File: src/rtl/flash_cmd_seq_if.sv
// Host-side command handshake of the flash command sequencer.
// The host (master) issues start/cmd/addr/wdata; the sequencer (slave) reports busy/done/error/rdata.
interface flash_cmd_seq_if;
    logic        start;
    logic [1:0]  cmd;
    logic [18:0] addr;
    logic [7:0]  wdata;
    logic        busy;
    logic        done;
    logic        error;
    logic [7:0]  rdata;

    modport master (output start, cmd, addr, wdata, input busy, done, error, rdata);
    modport slave  (input start, cmd, addr, wdata, output busy, done, error, rdata);
endinterface

File: src/rtl/flash_cmd_seq.sv
// Flash command sequencer: expands one host command into the JEDEC unlock/command
// write sequence on the byte-level ROM controller, then runs DQ7/DQ5 data polling.
module flash_cmd_seq #(
    parameter int          WR_GAP   = 8,
    parameter int          RD_WAIT  = 9,
    parameter logic [23:0] POLL_MAX = 24'hFFFFFF
) (
    input  logic                  clk,
    input  logic                  rst_n,
    flash_cmd_seq_if.slave        host,
    output logic                  rom_wr_addr,
    output logic                  rom_wr_data,
    output logic                  rom_rd_data,
    output logic [7:0]            rom_wr_buffer,
    input  logic [7:0]            rom_rd_buffer
);

    typedef enum logic [1:0] {
        CMD_READ   = 2'b00,
        CMD_PROG   = 2'b01,
        CMD_SERASE = 2'b10,
        CMD_CERASE = 2'b11
    } cmd_e;

    typedef enum logic [2:0] {
        S_IDLE,
        S_ADR0,
        S_ADR1,
        S_ADR2,
        S_ACC,
        S_WAIT,
        S_POLL_EVAL,
        S_FIN
    } state_e;

    // Wait counters count down to zero, so they are loaded with the gap minus one.
    localparam logic [7:0] WR_GAP_M1  = 8'(WR_GAP - 1);
    localparam logic [7:0] RD_WAIT_M1 = 8'(RD_WAIT - 1);

    state_e      state_q, state_d;
    cmd_e        cmd_q, cmd_d;
    logic [18:0] addr_q, addr_d;
    logic [7:0]  wdata_q, wdata_d;
    logic [2:0]  step_q, step_d;
    logic [7:0]  wait_q, wait_d;
    logic [23:0] poll_cnt_q, poll_cnt_d;
    logic        polling_q, polling_d;
    logic        confirm_q, confirm_d;
    logic        error_q, error_d;
    logic [7:0]  rdata_q, rdata_d;

    // Current access unit, derived from the command script position.
    logic        acc_read;
    logic [18:0] acc_addr;
    logic [7:0]  acc_data;
    logic [2:0]  last_step;
    logic        exp_dq7;

    // Script table: which address/data the current step writes, or which address is read.
    always_comb begin
        // NOTE: every combinational output gets a default first so no path leaves it unassigned (no latches).
        acc_read  = 1'b0;
        acc_addr  = addr_q;
        acc_data  = wdata_q;
        last_step = (cmd_q == CMD_PROG) ? 3'd3 : 3'd5;
        exp_dq7   = (cmd_q == CMD_PROG) ? wdata_q[7] : 1'b1;
        if (cmd_q == CMD_READ || polling_q) begin
            acc_read = 1'b1;
            acc_addr = (cmd_q == CMD_CERASE) ? 19'h00000 : addr_q;
        end else begin
            case (step_q)
                3'd0: begin acc_addr = 19'h00555; acc_data = 8'hAA; end
                3'd1: begin acc_addr = 19'h002AA; acc_data = 8'h55; end
                3'd2: begin
                    acc_addr = 19'h00555;
                    acc_data = (cmd_q == CMD_PROG) ? 8'hA0 : 8'h80;
                end
                3'd3: begin
                    if (cmd_q == CMD_PROG) begin
                        acc_addr = addr_q;
                        acc_data = wdata_q;
                    end else begin
                        acc_addr = 19'h00555;
                        acc_data = 8'hAA;
                    end
                end
                3'd4: begin acc_addr = 19'h002AA; acc_data = 8'h55; end
                default: begin
                    if (cmd_q == CMD_CERASE) begin
                        acc_addr = 19'h00555;
                        acc_data = 8'h10;
                    end else begin
                        acc_addr = addr_q;
                        acc_data = 8'h30;
                    end
                end
            endcase
        end
    end

    // ROM strobes and write buffer decoded from the state; all zero outside an access.
    always_comb begin
        rom_wr_addr   = 1'b0;
        rom_wr_data   = 1'b0;
        rom_rd_data   = 1'b0;
        rom_wr_buffer = 8'h00;
        case (state_q)
            S_ADR0: begin rom_wr_addr = 1'b1; rom_wr_buffer = acc_addr[7:0]; end
            S_ADR1: begin rom_wr_addr = 1'b1; rom_wr_buffer = acc_addr[15:8]; end
            S_ADR2: begin rom_wr_addr = 1'b1; rom_wr_buffer = {5'b00000, acc_addr[18:16]}; end
            S_ACC: begin
                rom_wr_data   = ~acc_read;
                rom_rd_data   = acc_read;
                rom_wr_buffer = acc_read ? 8'h00 : acc_data;
            end
            default: ;
        endcase
    end

    // Next-state logic: script stepping, wait gaps and the DQ7/DQ5 poll decision.
    always_comb begin
        state_d    = state_q;
        cmd_d      = cmd_q;
        addr_d     = addr_q;
        wdata_d    = wdata_q;
        step_d     = step_q;
        wait_d     = wait_q;
        poll_cnt_d = poll_cnt_q;
        polling_d  = polling_q;
        confirm_d  = confirm_q;
        error_d    = error_q;
        rdata_d    = rdata_q;
        case (state_q)
            S_IDLE: begin
                if (host.start) begin
                    state_d    = S_ADR0;
                    cmd_d      = cmd_e'(host.cmd);
                    addr_d     = host.addr;
                    wdata_d    = host.wdata;
                    step_d     = 3'd0;
                    polling_d  = 1'b0;
                    confirm_d  = 1'b0;
                    poll_cnt_d = 24'd0;
                    error_d    = 1'b0;
                end
            end
            S_ADR0: state_d = S_ADR1;
            S_ADR1: state_d = S_ADR2;
            S_ADR2: state_d = S_ACC;
            S_ACC: begin
                state_d = S_WAIT;
                wait_d  = acc_read ? RD_WAIT_M1 : WR_GAP_M1;
            end
            S_WAIT: begin
                if (wait_q != 8'd0) begin
                    wait_d = wait_q - 8'd1;
                end else if (acc_read) begin
                    // Last wait cycle of a read: the ROM controller's byte is valid now.
                    rdata_d = rom_rd_buffer;
                    if (polling_q) begin
                        poll_cnt_d = poll_cnt_q + 24'd1;
                        state_d    = S_POLL_EVAL;
                    end else begin
                        state_d = S_FIN;
                    end
                end else if (step_q == last_step) begin
                    polling_d = 1'b1;
                    state_d   = S_ADR0;
                end else begin
                    step_d  = step_q + 3'd1;
                    state_d = S_ADR0;
                end
            end
            S_POLL_EVAL: begin
                if (rdata_q[7] == exp_dq7) begin
                    error_d = 1'b0;
                    state_d = S_FIN;
                end else if (confirm_q) begin
                    // DQ7 still wrong after DQ5 went high: the device reports a failure.
                    error_d = 1'b1;
                    state_d = S_FIN;
                end else if (rdata_q[5]) begin
                    // DQ5 may rise just as the operation completes, so read once more.
                    confirm_d = 1'b1;
                    state_d   = S_ADR0;
                end else if (poll_cnt_q == POLL_MAX) begin
                    error_d = 1'b1;
                    state_d = S_FIN;
                end else begin
                    state_d = S_ADR0;
                end
            end
            S_FIN: state_d = S_IDLE;
            default: state_d = S_IDLE;
        endcase
    end

    // State and datapath registers.
    always_ff @(posedge clk or negedge rst_n) begin
        if (!rst_n) begin
            state_q    <= S_IDLE;
            cmd_q      <= CMD_READ;
            addr_q     <= '0;
            wdata_q    <= '0;
            step_q     <= '0;
            wait_q     <= '0;
            poll_cnt_q <= '0;
            polling_q  <= 1'b0;
            confirm_q  <= 1'b0;
            error_q    <= 1'b0;
            rdata_q    <= '0;
        end else begin
            // NOTE: non-blocking assignments so every register samples the pre-edge values.
            state_q    <= state_d;
            cmd_q      <= cmd_d;
            addr_q     <= addr_d;
            wdata_q    <= wdata_d;
            step_q     <= step_d;
            wait_q     <= wait_d;
            poll_cnt_q <= poll_cnt_d;
            polling_q  <= polling_d;
            confirm_q  <= confirm_d;
            error_q    <= error_d;
            rdata_q    <= rdata_d;
        end
    end

    assign host.busy  = (state_q != S_IDLE) && (state_q != S_FIN);
    assign host.done  = (state_q == S_FIN);
    assign host.error = error_q;
    assign host.rdata = rdata_q;

endmodule

File: src/flat_wrapper.sv
// flat-port wrapper written by rule: the top's interface ports become plain ports
module flash_cmd_seq_flat 
#(
    parameter int          WR_GAP   = 8,
    parameter int          RD_WAIT  = 9,
    parameter logic [23:0] POLL_MAX = 24'hFFFFFF
)
  (clk, rst_n, rom_wr_addr, rom_wr_data, rom_rd_data, rom_wr_buffer, rom_rd_buffer, host_start, host_cmd, host_addr, host_wdata, host_busy, host_done, host_error, host_rdata);
  flash_cmd_seq_if host_i ();
  input  logic clk;
  input  logic rst_n;
  output logic rom_wr_addr;
  output logic rom_wr_data;
  output logic rom_rd_data;
  output logic [7:0] rom_wr_buffer;
  input  logic [7:0] rom_rd_buffer;
  input wire logic [$bits(host_i.start)-1:0] host_start;
  input wire logic [$bits(host_i.cmd)-1:0] host_cmd;
  input wire logic [$bits(host_i.addr)-1:0] host_addr;
  input wire logic [$bits(host_i.wdata)-1:0] host_wdata;
  output wire logic [$bits(host_i.busy)-1:0] host_busy;
  output wire logic [$bits(host_i.done)-1:0] host_done;
  output wire logic [$bits(host_i.error)-1:0] host_error;
  output wire logic [$bits(host_i.rdata)-1:0] host_rdata;
  assign host_i.start = host_start;
  assign host_i.cmd = host_cmd;
  assign host_i.addr = host_addr;
  assign host_i.wdata = host_wdata;
  assign host_busy = host_i.busy;
  assign host_done = host_i.done;
  assign host_error = host_i.error;
  assign host_rdata = host_i.rdata;
  flash_cmd_seq #(.WR_GAP(WR_GAP), .RD_WAIT(RD_WAIT), .POLL_MAX(POLL_MAX)) u_core (.clk(clk), .rst_n(rst_n), .host(host_i), .rom_wr_addr(rom_wr_addr), .rom_wr_data(rom_wr_data), .rom_rd_data(rom_rd_data), .rom_wr_buffer(rom_wr_buffer), .rom_rd_buffer(rom_rd_buffer));
endmodule
File: config.mk
export PLATFORM = sky130hd
export DESIGN_NAME = flash_cmd_seq_flat
export DESIGN_NICKNAME = d
export VERILOG_FILES = /design/src/rtl/flash_cmd_seq_if.sv /design/src/rtl/flash_cmd_seq.sv /design/src/flat_wrapper.sv
export SDC_FILE = /design/constraint.sdc
export NUM_CORES = 1
export LEC_CHECK = 0
export CAP_MARGIN = 20
export CORE_MARGIN = 2
export CORE_UTILIZATION = 54
export CTS_BUF_LIST = sky130_fd_sc_hd__clkbuf_4
export CTS_CLUSTER_DIAMETER = 200
export DETAILED_ROUTE_END_ITERATION = 12
export PLACE_DENSITY = 0.83
export RECOVER_POWER = 25
export SETUP_SLACK_MARGIN = 0.4
export SLEW_MARGIN = 10
export SYNTH_ARGS = -nofsm -noshare
export SYNTH_HDL_FRONTEND = slang
export SYNTH_SLANG_ARGS = --single-unit
File: constraint.sdc
create_clock -name clk -period 5.27 [get_ports clk]
set_clock_uncertainty 0.1 [all_clocks]
set_input_delay 1.054 -clock clk [delete_from_list [all_inputs] [get_ports clk]]
set_output_delay 1.054 -clock clk [all_outputs]
set_load 0.1 [all_outputs]
==> results.py <==
metrics = {
    "timing": {
        "relSlewSlack": -0.08559,
        "period_share": 0.8240,
        "finalMaxSlewViolations": 29,
        "max_freq_ghz": 0.2303,
        "hold_viol": 0,
        "worstMarginPinSlew_ps": 1628,
        "setup_viol": 0,
        "rsz0062_at_grt": "no",
        "min_period_ps": 4343,
        "tns_ps": 0,
    },
    "setup_path": {
        "crit_required_ps": 4120,
        "cp.arrival_ps": 3190,
        "path_max_fanout": 15,
        "worst_setup_path_end_kind": "primary output",
        "startpoint_type": "flip-flop",
        "ff2ff_path_depth": 4,
        "critPathKind": "reg -> out",
    },
    "layout": {
        "final_core_util": 0.6514,
        "diodes": 0,
        "layout-drive-gt1-share": 0.1214,
        "area_growth_pct": 17.61,
        "nNetsFinal": 594,
    },
    "pwr": {
        "ir_drop_mv": 1.160,
        "powerDensity_nw_per_um2": 632.2,
        "clkPwrFrac": 0.129,
        "p_sw_mw": 1.799,
        "p_int_mw": 1.551,
        "seqPwrFrac": 0.318,
        "pwr-share-comb": 0.552,
        "leakagePower_nw": 2.279,
        "swShare": 0.5371,
    },
    "synthesis": {
        "synth-edff-count": 0,
        "yosysWarnings": 0,
        "synth_top_cell_by_area": "dfrtp_1",
        "synthesis.area_um2": 4506,
        "ys_types": 65,
        "yosysTopAreaCellShare": 0.4332,
        "synth_commonest_cells": "nand2_1 (118), dfrtp_1 (78), nand3_1 (21)",
        "synth_area_leaders": "dfrtp_1 (43%), nand2_1 (9.8%), nand4_1 (2.8%)",
        "synth-main-ff-cell": "dfrtp_1",
        "avgSynthCellArea_um2": 8.975,
        "synth_most_common_cell": "nand2_1",
        "synthArstFlopShare": 1.000,
        "seq_area_frac_synth": 0.4332,
        "syn_inst": 502,
        "synthesis.nets": 549,
        "ys_ff_latch": 78,
    },
    "cts": {
        "clock_path_buffers": 2,
        "cts_buffers": 9,
        "cts_max_level": 3,
        "cts_tree": "built",
        "ctsResizeCount": 0,
        "clk_latency_ps": 450,
        "cts_setup_buffers": 0,
        "hold_buffers": 0,
        "cts_root_buffer": "clkbuf_4",
        "clk_pin_slew_ps": 130,
        "cts.sink_count": 78,
    },
    "die": {
        "io_pins": 62,
        "start_util": 0.5539,
        "die_w_um": 95.35,
        "rows": 33,
        "die_h_um": 95.35,
        "core_area_um2": 8134,
        "die_area_um2": 9091,
    },
    "global_route": {
        "grt.total_usage": 0.2480,
        "grt_pass1_wl_um": 17730,
        "grt_overflow_total": 0,
        "grt_max_degree": 79,
        "antenna_found_initial": 0,
        "grt_pass1_vias": 3663,
    },
    "detailed_routing": {
        "drtPass1Iterations": 6,
        "final_antenna_net_count": 0,
        "wl_per_cell_um": 16.00,
        "drt_iter0_drc": 306,
        "drt_wl_total_um": 10510,
        "vias_per_cell": 6.076,
        "vias": 3992,
        "drc": 0,
    },
    "place": {
        "hpwlAfterDp_um": 7264,
        "io_buffers": 61,
        "place.gp.congestion": 0.9533,
    },
    "flow_run": {
        "drv_cap": 1,
    },
    "run_status": {
        "outcome": "finished with violations",
        "violations": "max-capacitance violations, max-slew violations",
    },
    "hold_path": {
        "min_path_type": "reg -> reg",
        "hold_depth": 2,
    },
}
==> final cells by class <==
type / count / area [µm²]
clock buffer: 9 / 67.56
tap: 105 / 131.4
clock inverter: 7 / 103.9
multi-input combinational: 378 / 2350
timing repair buffer: 66 / 641.9
sequential: 78 / 1952
fill: 653 / 2835
inverter: 14 / 52.55
==> worst max-delay path: stages, from the launching register on <==
cell             delay, ps
dfrtp_1                640
o21bai_1               360
nor3_2                 520
clkdlybuf4s50_1       1230
==> metrics by stage <==
stage,area (µm²),setup slack [ps],hold WS (ps),total power [mW],instances
6_report,5299,927.3,393.3,3.350,657
5_1_grt,5299,834.0,416.1,3.544,657
4_1_cts,5275,967.3,394.7,3.348,656
3_5_place_dp,5104,1469,362.8,2.909,640
3_3_place_gp,5104,1547,355.7,2.872,640
2_1_floorplan,4511,502.0,337.9,2.488,502
==> state kept, by name, summed over array words and instances, names as in the netlist <==
| register | flops |
|---|---|
| u_core.wait_q | 8 |
| u_core.step_q | 3 |
| u_core.host.error | 1 |
| u_core.cmd_q | 2 |
| u_core.host.rdata | 8 |
| u_core.poll_cnt_q | 24 |
| u_core.addr_q | 19 |
| u_core.state_q | 3 |
| u_core.confirm_q | 1 |
| u_core.wdata_q | 8 |
| u_core.polling_q | 1 |
==> power by group through the flow <==
stage / registers (mW) / clock network [mW] / logic (mW)
floorplan: 1.20 / 0 / 1.29
global placement: 1.06 / 0 / 1.82
detailed placement: 1.07 / 0 / 1.84
CTS: 1.06 / 0.442 / 1.85
global route: 1.10 / 0.468 / 1.97
finish: 1.07 / 0.434 / 1.85
==> cell families after synthesis <==
logic type,Yosys count,synth area share
and+or+nand+nor,239,0.2760
AOI/OAI and AO/OA,115,0.1822
DFF,78,0.4332
buffers and inverters,46,0.04887
muxes,16,0.03832
adders and majority gates,7,0.01944
xor gates and xnor gates,1,0.001944
==> placed cells by master, fill, tap and decap left out, types with 9 or more instances in the layout <==
master           instances
clkdlybuf4s50_1         52
nand3_1                 20
clkbuf_4                 9
nand4_1                 20
nand2_1                118
o21ai_0                 17
dfrtp_1                 78
mux2_2                  10
inv_1                   14
or4_1                   13
a21oi_1                 15
o211ai_1                15
nor2_1                  13
buf_4                   12
==> layer usage <==
metal,share of wire,vias to the layer above,GRT usage
met3,0.057,20,0.03715
met1,0.47,1885,0.3614
li1,-,1939,-
met2,0.45,148,0.3697
met5,0,-,0
met4,0.021,0,0.1027
==> worst paths after layout <==
| check | startpoint | endpoint | slack (ps) |
|---|---|---|---|
| setup / recovery | u_core.cmd_q[0] | rom_wr_data | 930 |
| hold / removal | u_core.addr_q[13] | u_core.addr_q[13] | 390 |
| setup reg to reg | u_core.wait_q[4] | u_core.poll_cnt_q[15] | 2310 |
| hold reg to reg | u_core.addr_q[13] | u_core.addr_q[13] | 390 |
| max in group asynchronous | rst_n | u_core.confirm_q | 3230 |
| min in group asynchronous | rst_n | u_core.poll_cnt_q[15] | 890 |
Note: power is estimated with default switching activity, not from simulation.
